--- config.mk ---
export PLATFORM = sky130hd
export DESIGN_NAME = imm_ext_unit
export DESIGN_NICKNAME = d
export VERILOG_FILES = /design/src/rtl/imm_ext_pkg.sv /design/src/rtl/imm_ext_core.sv /design/src/rtl/imm_ext_unit.sv
export SDC_FILE = /design/constraint.sdc
export NUM_CORES = 1
export LEC_CHECK = 0
export ABC_AREA = 1
export BUFFER_PORTS_ARGS = -buffer_cell sky130_fd_sc_hd__buf_2
export CAP_MARGIN = 20
export CORE_ASPECT_RATIO = 0.5
export CORE_MARGIN = 1
export CORE_UTILIZATION = 45
export CTS_BUF_LIST = sky130_fd_sc_hd__clkbuf_2 sky130_fd_sc_hd__clkbuf_4 sky130_fd_sc_hd__clkbuf_8
export CTS_CLUSTER_DIAMETER = 30
export DETAILED_ROUTE_END_ITERATION = 6
export MAX_ROUTING_LAYER = met4
export PLACE_DENSITY = 0.75
export SKIP_CTS_REPAIR_TIMING = 1
export SLEW_MARGIN = 15
export SYNTH_ARGS = -nofsm -noshare
export SYNTH_HDL_FRONTEND = slang
export SYNTH_SLANG_ARGS = --single-unit
--- constraint.sdc ---
create_clock -name clk -period 1.5 [get_ports clk]
set_input_delay 0.15 -clock clk [delete_from_list [all_inputs] [get_ports clk]]
set_output_delay 0.15 -clock clk [all_outputs]
set_load 0.005 [all_outputs]
--- src/rtl/imm_ext_pkg.sv ---
// rtl/imm_ext_pkg.sv - shared types and constants for the immediate extension unit
package imm_ext_pkg;

  typedef enum logic [1:0] {
    IMM_ZERO  = 2'b00,
    IMM_SIGN  = 2'b01,
    IMM_ONES  = 2'b10,
    IMM_UPPER = 2'b11
  } imm_mode_t;

  localparam int IMM_Q_DEPTH = 2;
  localparam int IMM_STAT_W  = 16;

  // Counters hold at all-ones rather than wrapping back to zero.
  function automatic logic [IMM_STAT_W-1:0] sat_inc(input logic [IMM_STAT_W-1:0] v);
    return (&v) ? v : v + 1'b1;
  endfunction

endpackage

--- src/rtl/imm_ext_core.sv ---
// rtl/imm_ext_core.sv - combinational extend and clamped left-shift datapath
module imm_ext_core
  import imm_ext_pkg::*;
#(
  parameter int IN_W      = 8,
  parameter int OUT_W     = 16,
  parameter int SHIFT_MAX = 3,
  localparam int SH_W     = (SHIFT_MAX > 0) ? $clog2(SHIFT_MAX + 1) : 1
) (
  input  logic [IN_W-1:0]  imm_i,
  input  imm_mode_t        mode_i,
  input  logic [SH_W-1:0]  shamt_i,
  output logic [OUT_W-1:0] ext_o
);

  if (IN_W < 2) begin : g_bad_in_w
    $error("imm_ext_core: IN_W must be at least 2");
  end
  if (OUT_W < IN_W + SHIFT_MAX) begin : g_bad_out_w
    $error("imm_ext_core: OUT_W must be at least IN_W + SHIFT_MAX");
  end

  localparam logic [SH_W-1:0] SH_LIMIT = SH_W'(SHIFT_MAX);

  logic [OUT_W-1:0] zext;
  logic [OUT_W-1:0] fill;
  logic [SH_W-1:0]  shamt_eff;

  always_comb begin
    zext      = OUT_W'(imm_i);
    shamt_eff = (shamt_i > SH_LIMIT) ? SH_LIMIT : shamt_i;
    fill      = zext;
    unique case (mode_i)
      IMM_ZERO:  fill = zext;
      IMM_SIGN:  fill = OUT_W'($signed(imm_i));
      IMM_ONES:  fill = ({OUT_W{1'b1}} << IN_W) | zext;
      IMM_UPPER: fill = zext << (OUT_W - IN_W);
      default:   fill = zext;
    endcase
    // Upper-place already positions the field at the top, so the shift is skipped.
    ext_o = (mode_i == IMM_UPPER) ? fill : (fill << shamt_eff);
  end

endmodule

--- src/rtl/imm_ext_unit.sv ---
// rtl/imm_ext_unit.sv - buffered immediate extender; IMM_EXT_STATS_EN enables stat counters
module imm_ext_unit
  import imm_ext_pkg::*;
#(
  parameter int IN_W      = 8,
  parameter int OUT_W     = 16,
  parameter int SHIFT_MAX = 3,
  localparam int SH_W     = (SHIFT_MAX > 0) ? $clog2(SHIFT_MAX + 1) : 1
) (
  input  logic                  clk,
  input  logic                  rst_n,
  input  logic                  in_valid,
  output logic                  in_ready,
  input  logic [IN_W-1:0]       in_imm,
  input  logic [1:0]            in_mode,
  input  logic [SH_W-1:0]       in_shamt,
  output logic                  out_valid,
  input  logic                  out_ready,
  output logic [OUT_W-1:0]      out_imm,
  output logic [IMM_STAT_W-1:0] stat_acc,
  output logic [IMM_STAT_W-1:0] stat_stall
);

  logic [OUT_W-1:0] ext;
  logic [OUT_W-1:0] mem_q [IMM_Q_DEPTH];
  logic             wr_ptr_q, wr_ptr_d;
  logic             rd_ptr_q, rd_ptr_d;
  logic [1:0]       count_q, count_d;
  logic             push;
  logic             pop;

  imm_ext_core #(
    .IN_W      (IN_W),
    .OUT_W     (OUT_W),
    .SHIFT_MAX (SHIFT_MAX)
  ) u_core (
    .imm_i   (in_imm),
    .mode_i  (imm_mode_t'(in_mode)),
    .shamt_i (in_shamt),
    .ext_o   (ext)
  );

  assign in_ready  = rst_n && (count_q < 2'(IMM_Q_DEPTH));
  assign out_valid = (count_q != 2'd0);
  assign out_imm   = out_valid ? mem_q[rd_ptr_q] : '0;

  always_comb begin
    push     = in_valid && in_ready;
    pop      = out_valid && out_ready;
    wr_ptr_d = push ? ~wr_ptr_q : wr_ptr_q;
    rd_ptr_d = pop ? ~rd_ptr_q : rd_ptr_q;
    count_d  = count_q + {1'b0, push} - {1'b0, pop};
  end

  always_ff @(posedge clk) begin
    if (!rst_n) begin
      count_q  <= 2'd0;
      wr_ptr_q <= 1'b0;
      rd_ptr_q <= 1'b0;
    end else begin
      count_q  <= count_d;
      wr_ptr_q <= wr_ptr_d;
      rd_ptr_q <= rd_ptr_d;
    end
  end

  // Storage needs no reset: out_imm is masked whenever the queue is empty.
  always_ff @(posedge clk) begin
    if (push) begin
      mem_q[wr_ptr_q] <= ext;
    end
  end

`ifdef IMM_EXT_STATS_EN
  logic [IMM_STAT_W-1:0] acc_q, acc_d;
  logic [IMM_STAT_W-1:0] stall_q, stall_d;

  always_comb begin
    acc_d   = push ? sat_inc(acc_q) : acc_q;
    stall_d = (out_valid && !out_ready) ? sat_inc(stall_q) : stall_q;
  end

  always_ff @(posedge clk) begin
    if (!rst_n) begin
      acc_q   <= '0;
      stall_q <= '0;
    end else begin
      acc_q   <= acc_d;
      stall_q <= stall_d;
    end
  end

  assign stat_acc   = acc_q;
  assign stat_stall = stall_q;
`else
  assign stat_acc   = '0;
  assign stat_stall = '0;
`endif

endmodule
==> results.cfg <==
[routing]
vias = 1627
drt_iter0_drc = 93
ant_nets = 0
drt-pass1-iter-count = 6
wl_per_cell_um = 12.3
vias_per_cell = 4.87
drt_wl_total_um = 4110
drc = 16

[clock_tree]
clk_path_buf_depth = 2
cts.sinks = 37
clk_pin_slew_ns = 0.07
cts-buffers-inserted = 5
clkLatencyLatePin_ns = 0.29
cts_root_buf = clkbuf_8
htree_levels = 2
cts_tree = yes

[global_route]
grt_max_degree = 19
grt_pass1_wl_um = 6370
grt_usage_pct = 17.9
gr-total-overflow = 0
grt_pass1_vias = 1357
antenna_found_initial = 0

[worst_hold_path]
hold_class = in2reg

[timing]
max_freq_mhz = 681
final.setup.tns_ns = 0
period_needed_ns = 1.47
fin_crit_sh_pct = 97.9
finClkSkew_ns = 0.00682
setup_viol = 0
hold_viol = 0
rsz0062_at_grt = yes
maxSlewViolCount = 0
hold_ws_ns = 0.0965

[floorplanning]
dieArea_um2 = 4870
die_w_um = 97.7
rows = 16
chipHeight_um = 49.8
initial_utilization_pct = 49.7
core_area_um2 = 4140
io_pins = 66

[placement]
dp_hpwl_um = 2780
post_dp_cell_area_um2 = 2190
place.gp.congestion = 0.922
io_buffers = 33

[layout]
areaGrowthSynthToFinish_pct = 17.0
antenna_cells = 0
fillers = 350
finalNetCount = 297
fin_area_um2 = 2410
drive_gt1_share_pct = 27.1

[critical_path]
critical_path_class = reg2reg
start_kind = flop
arrival_ns = 1.69
end_kind = flop
path_max_fanout = 4
cp.required_ns = 1.73

[power]
p_per_area_nw_per_um2 = 1370
leakagePower_nw = 1.13
ir_worst_vdd_mv = 0.601

[yosys]
yosysWarnings = 0
synth_area_per_cell_um2 = 8.92
ys_types = 23
netlist_area_um2 = 2060
yosysSeqAreaShare_pct = 51.5
synth_seq_cells = 37
synthCells = 231

[run_status]
status = complete, but fails checks
failed_checks = DRC

[flow_run]
drv_cap = 0
==> path summary, 6_finish.rpt <==
kind | from | to | slack (ns) | cells after the start
worst min register to register | rd_ptr_q$_SDFFE_PN0P_ | flop | 0.49 | 1
worst max-delay path | count_q[1]$_SDFF_PN0_ | count_q[1]$_SDFF_PN0_ | 0.03 | 8
worst min-delay path | rst_n | count_q[0]$_SDFF_PN0_ | 0.1 | 3
worst max register to register | count_q[1]$_SDFF_PN0_ | count_q[1]$_SDFF_PN0_ | 0.03 | 8
==> per-layer routing <==
metal	routed length [µm]	global-route usage, %
met1	1810	23.3
met2	1830	26.4
met3	431	5.25
met4	48	7.32
met5	0	-
==> placed cells by master (no fill, tap or decap), types with 2 or more instances in the layout <==
cell type	netlist	routed
a21oi_1	20	20
nand3_1	16	16
nand2_2	1	2
buf_4	33	12
ha_4	0	2
dfxtp_2	0	2
buf_6	3	3
inv_1	16	14
edfxtp_1	32	32
clkbuf_8	0	5
conb_1	1	32
clkinv_1	2	2
dfxtp_1	5	2
o21ai_1	2	3
buf_2	3	33
nor2_4	1	4
nand2_1	69	68
o21ai_0	9	8
clkinv_2	0	2
nor2_1	9	6
o21ai_2	2	2
==> layout make-up <==
class                   instances  area (µm²)  share of cell area [%]
clock inverters                 2        10.0                   0.415
repair buffers                 49         309                    12.8
multi-input cells             168         808                    33.5
well taps                      54        67.6                    2.80
clock buffers                   6        76.3                    3.17
inverters                      18        71.3                    2.96
flip-flops and latches         37        1070                    44.3
==> through the flow <==
stage / util (%) / worst slack [ns] / std cells / power, mW
finish: 58.2 / 0.0316 / 334 / 3.30
global route: 58.2 / -0.0362 / 334 / 3.52
CTS: 54.9 / -0.0692 / 328 / 3.10
detailed placement: 52.8 / -0.0293 / 320 / 2.43
global placement: 52.8 / 0.0519 / 320 / 2.39
floorplan: - / -0.190 / 262 / 2.04
==> worst max-delay path: stages (launching register included) <==
cell	delay, ns
dfxtp_4	0.37
nor2_4	0.09
nand2_2	0.08
ha_4	0.26
inv_2	0.04
ha_4	0.15
xor2_2	0.18
and2_1	0.16
nor2_1	0.08
==> cell usage after synthesis <==
cell / number / share of area [%]
nand3_1: 16 / 3.9
buf_4: 33 / 12
nand3_2: 1 / 0.49
ha_1: 2 / 1.2
inv_1: 16 / 2.9
xor2_1: 1 / 0.43
conb_1: 1 / 0.18
dfxtp_1: 5 / 4.9
edfxtp_1: 32 / 47
o21ai_1: 2 / 0.49
o21ai_2: 2 / 0.85
nor2_4: 1 / 0.55
buf_6: 3 / 1.6
clkinv_1: 2 / 0.36
nand2_1: 69 / 13
a21oi_1: 20 / 4.9
nor2_2: 1 / 0.30
buf_2: 3 / 0.73
o21ai_0: 9 / 2.2
nand2_4: 1 / 0.55
nor2_1: 9 / 1.6
nand2_2: 1 / 0.30
and2_1: 1 / 0.30
==> report_power, final <==
part,switching (mW),internal (mW)
clock,0.338,0.340
sequential,0.0831,1.27
combinational,0.727,0.541
total,1.15,2.15
==> logic make-up after synthesis <==
group / synth area share (%)
fa+ha+maj: 1.21
simple gates: 20.6
buf+inv: 17.7
xor+xnor: 0.425
flops: 51.5
compound gates: 8.38
other cells: 0.182
==> flip-flops by register name (all words and copies together) (netlist names), named ones only <==
signal,count
wr_ptr_q,1
count_q,2
mem_q,32
rd_ptr_q,1
(Power assumes the default switching activity.)
